`config.mk`:
```
export PLATFORM = sky130hd
export DESIGN_NAME = uart_io_txbuf
export DESIGN_NICKNAME = d
export VERILOG_FILES = /design/src/rtl/uart_io_txbuf.sv
export SDC_FILE = /design/constraint.sdc
export NUM_CORES = 1
export LEC_CHECK = 0
export ABC_AREA = 1
export BUFFER_PORTS_ARGS = -buffer_cell sky130_fd_sc_hd__buf_4
export CORE_MARGIN = 1.5
export CORE_UTILIZATION = 25
export DETAILED_ROUTE_END_ITERATION = 10
export GPL_TIMING_DRIVEN = 0
export HOLD_SLACK_MARGIN = 0.15
export PLACE_DENSITY = 0.43
export SLEW_MARGIN = 20
export SYNTH_ARGS = -nofsm -noshare
export SYNTH_HDL_FRONTEND = slang
export SYNTH_SLANG_ARGS = --single-unit
export TNS_END_PERCENT = 30
```
`constraint.sdc`:
```
create_clock -name clk -period 5.95 [get_ports clk]
set_clock_uncertainty 0.2 [all_clocks]
set_input_delay 0.8925 -clock clk [delete_from_list [all_inputs] [get_ports clk]]
set_output_delay 0.8925 -clock clk [all_outputs]
set_load 0.02 [all_outputs]
```
`src/rtl/uart_io_txbuf.sv`:
```
// Console TX buffer: CPU-writable byte FIFO drained into the UART monitor character port,
// with optional LF -> CR-LF expansion and status/control registers.
module uart_io_txbuf #(
    parameter int unsigned DEPTH_W      = 4,
    parameter bit          CRLF_DEFAULT = 1'b1
) (
    input  logic        clk,
    input  logic        rst_n,
    input  logic        io_we,
    input  logic [1:0]  io_wadr,
    input  logic [31:0] io_wdata,
    input  logic        io_re,
    input  logic [1:0]  io_radr,
    output logic [31:0] io_rdata,
    output logic        io_busy,
    output logic [7:0]  uart_io_char,
    output logic        uart_io_we,
    input  logic        uart_io_full
);

    localparam int unsigned DEPTH = 1 << DEPTH_W;
    localparam int unsigned CNT_W = DEPTH_W + 1;

    typedef enum logic [1:0] {IDLE, GAP, GAP_CR, LF} state_t;

    logic [7:0]         mem [DEPTH];
    logic [DEPTH_W-1:0] wr_ptr;
    logic [DEPTH_W-1:0] rd_ptr;
    logic [CNT_W-1:0]   count;
    logic               overrun;
    logic               crlf_en;
    state_t             state;
    state_t             state_n;
    logic               we_n;
    logic [7:0]         char_n;
    logic               pop;
    logic [31:0]        rdata_n;

    logic       full;
    logic       empty;
    logic [7:0] head;
    logic       push_req;
    logic       ctrl_wr;
    logic       flush;
    logic       push;
    logic       do_pop;
    logic       unused_wdata;

    assign full     = (count == CNT_W'(DEPTH));
    assign empty    = (count == '0);
    assign head     = mem[rd_ptr];
    assign push_req = io_we && (io_wadr == 2'd0);
    assign ctrl_wr  = io_we && (io_wadr == 2'd2);
    assign flush    = ctrl_wr && io_wdata[1];
    assign push     = push_req && !full;
    assign do_pop   = pop && !flush;
    assign io_busy  = full;

    assign unused_wdata = ^io_wdata[31:8];

    // Storage array carries no reset; validity is tracked by count.
    always_ff @(posedge clk) begin
        if (push && !flush) begin
            mem[wr_ptr] <= io_wdata[7:0];
        end
    end

    // Pointers, occupancy and control/status bits.
    always_ff @(posedge clk) begin
        if (!rst_n) begin
            wr_ptr  <= '0;
            rd_ptr  <= '0;
            count   <= '0;
            overrun <= 1'b0;
            crlf_en <= CRLF_DEFAULT;
        end else begin
            if (flush) begin
                wr_ptr <= '0;
                rd_ptr <= '0;
                count  <= '0;
            end else begin
                if (push) begin
                    wr_ptr <= wr_ptr + DEPTH_W'(1);
                end
                if (do_pop) begin
                    rd_ptr <= rd_ptr + DEPTH_W'(1);
                end
                if (push && !do_pop) begin
                    count <= count + CNT_W'(1);
                end else if (!push && do_pop) begin
                    count <= count - CNT_W'(1);
                end
            end
            if (push_req && full) begin
                overrun <= 1'b1;
            end else if (ctrl_wr && io_wdata[2]) begin
                overrun <= 1'b0;
            end
            if (ctrl_wr) begin
                crlf_en <= io_wdata[0];
            end
        end
    end

    // Register read mux.
    always_comb begin
        rdata_n = 32'd0;
        case (io_radr)
            2'd1:    rdata_n = {24'(count), 5'b0, overrun, empty, full};
            2'd2:    rdata_n = 32'(crlf_en);
            default: rdata_n = 32'd0;
        endcase
    end

    always_ff @(posedge clk) begin
        if (!rst_n) begin
            io_rdata <= 32'd0;
        end else if (io_re) begin
            io_rdata <= rdata_n;
        end
    end

    // Drain FSM state and registered character port.
    always_ff @(posedge clk) begin
        if (!rst_n) begin
            state        <= IDLE;
            uart_io_we   <= 1'b0;
            uart_io_char <= 8'd0;
        end else begin
            state        <= state_n;
            uart_io_we   <= we_n;
            uart_io_char <= char_n;
        end
    end

    // A flush in IDLE suppresses issue so no flushed byte leaks out.
    always_comb begin
        state_n = state;
        we_n    = 1'b0;
        char_n  = uart_io_char;
        pop     = 1'b0;
        case (state)
            IDLE: begin
                if (!empty && !uart_io_full && !flush) begin
                    we_n = 1'b1;
                    if (head == 8'h0A && crlf_en) begin
                        char_n  = 8'h0D;
                        state_n = GAP_CR;
                    end else begin
                        char_n  = head;
                        pop     = 1'b1;
                        state_n = GAP;
                    end
                end
            end
            GAP: begin
                state_n = IDLE;
            end
            GAP_CR: begin
                state_n = flush ? IDLE : LF;
            end
            LF: begin
                if (flush) begin
                    state_n = IDLE;
                end else if (!uart_io_full) begin
                    we_n    = 1'b1;
                    char_n  = 8'h0A;
                    pop     = 1'b1;
                    state_n = GAP;
                end
            end
            default: begin
                state_n = IDLE;
            end
        endcase
    end

endmodule
```
==> results.txt <==
status: completed
final-report hold violation count: 0
Fill cells: 3030
Synth Cell Area: 0.00735 sq mm
commonest non-fill, non-tap cell in the layout: nand2_1
clock sinks: 166
RSZ-0062 raised after global routing: false
Synth top area share: 0.523
Area Overhead vs Synth: 19.8%
Cell Pwr Density: 393 mW/mm^2
sequential cell area fraction in the yosys report: 0.626
syn_area_per_cell: 9.88 sq um
Std-Cell Rows: 62
slowest stage delay, CP: 0.57 ns
Netlist cell types: 34
DP HPWL: 13.3 mm
commonest non-fill, non-tap cells in the layout: nand2_1 (187), edfxtp_1 (128), inv_1 (78)
Yosys reg bits: 166
Max VDD drop: 0.000216 V
Vias/cell: 4.25
post-synthesis cell type with the largest combined area: edfxtp_1
vias in the first global route: 4964
I/O Buffers: 34
CP required: 6.07 ns
Initial Util: 0.255
power share of the clock group: 0.337
GRT overflow: 0
Crit Path Max Fanout: 10
Int Pwr: 0.00229 W
Post-synth EDFFs: 128
die area: 0.0305 sq mm
Die X: 175 um
sequential share of power: 0.394
fin util: 0.305
first-pass GRT wire length: 29.9 mm
Switching Power: 0.00117 W
Slew headroom: 0.286
YS warnings: 0
CTS tree: built
master of the slowest instance on the critical path: clkbuf_1
Final Cycle Share: 0.677
Setup crit end kind: flip-flop
LEAKAGE: 3.49 nW
pin count of the biggest net entering global routing: 18
GPL Wtd Cong: 0.770
# resized after CTS: 0
Num CTS Buffers: 17
via count: 5175
# DRC: 0
Comb pwr share: 0.268
crit path cell chain: inv_2 -> clkbuf_1 -> nand3_1 -> nand3_1 -> nand3_1 -> nand2_1 -> nand3_1 -> nor2_2 -> nand3_2 -> nand2_2 -> ha_1 -> inv_1 -> ha_1 -> nand2_1 -> nor2_1 -> a211oi_1 -> nand2_1 -> nand2_1 -> nor2_1 -> o21ai_0 -> a21oi_1
CP Class: reg2reg
Nets: 878
n_diodes: 0
setup TNS: 0 ns
Overall Global Routing Usage: 0.136
initial antenna violation count: 0
Primary FF master, synth: edfxtp_1
clk buf depth: 2
die height: 175 um
async set-reset flop share out of synthesis: 0
Worst Path Arrival: 4.15 ns
core area: 0.0289 sq mm
largest cells by area after synthesis: edfxtp_1 (52%), dfxtp_1 (10%), nand2_1 (9.5%), nand3_1 (4.9%), inv_1 (4.0%)
CTS Hold Bufs: 0
switching share of total power: 0.338
FMAX: 0.248 GHz
H-Tree Depth: 4
layout cells sized above 1: 0.145
Worst-Margin Slew: 1.07 ns
Max Slew Vio Count: 0
max_cap viols: 0
antenna viol nets, final: 0
Initial DRT Pass Iterations: 4
Worst-Skew Late Latency: 0.44 ns
cells after synthesis: 744
Total Wirelength: 19.8 mm
type of origin of the critical path: flip-flop
Clock Root Buffer: clkbuf_16
DRT iter0 DRCs: 362
Ports: 83
Avg WL per Cell: 16.3 um
final setup vio count: 0
clock slew at reported path FFs: 0.07 ns
crit path time final: 4.03 ns
type of the most critical hold path: reg2reg
setup bufs post-CTS: 0
## kinds of logic (layout without fill, tap and decap cells)
| kind of cell | Yosys count | count (layout) | synth area share |
|---|---|---|---|
| xor+xnor | 4 | 4 | 0.00477 |
| fa+ha+maj | 17 | 17 | 0.0299 |
| other cells | 1 | 24 | 0.000510 |
| buf+inv | 131 | 197 | 0.0852 |
| flops | 166 | 166 | 0.626 |
| compound gates | 80 | 80 | 0.0597 |
| simple gates | 345 | 345 | 0.194 |
## cells in the mapped netlist, drive strengths merged (2+ instances only)
library cell / instances
nand2: 189
edfxtp: 128
inv: 80
nand3: 73
nor2: 72
buf: 39
dfxtp: 38
a21oi: 33
o21ai: 32
ha: 16
o211ai: 11
clkbuf: 10
or2: 4
nor3: 3
xor2: 3
a31oi: 2
clkinv: 2
nand4: 2
## registers in the layout, indices dropped and copies added, names as in the netlist, named ones only
register,cells
crlf_en,1
uart_io_we,1
rd_ptr,4
wr_ptr,4
uart_io_char,8
io_rdata,8
mem,128
count,5
state,2
overrun,1
## worst max-delay path: cells and delay by family (launching register included)
family,cells,cell delay (ns)
DFF,1,0.34
adders and majority gates,2,0.58
AOI/OAI and AO/OA,3,0.44
buffers and inverters,3,0.83
and+or+nand+nor,13,1.54
## through the flow
step                      total power [W]  hold slack, ns  setup WS (ns)  cell area [sq um]  instances
after floorplan                   0.00201           0.240           2.46               7440        767
after global placement            0.00233           0.258           1.81               8180       1185
after detailed placement          0.00233           0.263           1.83               8180       1185
after CTS                         0.00350           0.273           1.88               8800       1217
after global routing              0.00366           0.290           1.60               8810       1217
final                             0.00346           0.268           1.92               8810       1217
## per-layer routing
metal,part of all wire,vias up,track usage
li1,-,2576,-
met1,0.47,2451,0.181
met2,0.46,122,0.211
met3,0.047,26,0.0359
met4,0.020,0,0.0499
met5,0,-,0
## path summary, 6_finish.rpt
check / cells after the start / end / from / slack [ns]
worst max register to register: 21 / count[4] / flip-flop / 1.92
worst min register to register: 2 / uart_io_char[0] / uart_io_char[0] / 0.27
worst max-delay path: 21 / count[4] / flip-flop / 1.92
worst min-delay path: 2 / uart_io_char[0] / uart_io_char[0] / 0.27
## power by group through the flow
| stage | Combinational [W] | Clock [W] | Sequential, W |
|---|---|---|---|
| floorplan | 0.000594 | 0 | 0.00141 |
| global placement | 0.000944 | 0 | 0.00139 |
| detailed placement | 0.000943 | 0 | 0.00139 |
| CTS | 0.000945 | 0.00119 | 0.00137 |
| global route | 0.00105 | 0.00124 | 0.00138 |
| finish | 0.000929 | 0.00117 | 0.00137 |
## final cells by class
type / count / area [sq um] / area share
well taps: 384 / 480 / 0.0545
flip-flops and latches: 166 / 4600 / 0.523
multi-input cells: 470 / 2230 / 0.253
repair buffers: 34 / 255 / 0.0290
inverters: 82 / 308 / 0.0349
clock buffers: 17 / 425 / 0.0483
clock inverters: 15 / 190 / 0.0216
plain buffers: 49 / 319 / 0.0362
Power figures use the tool's default switching activity.
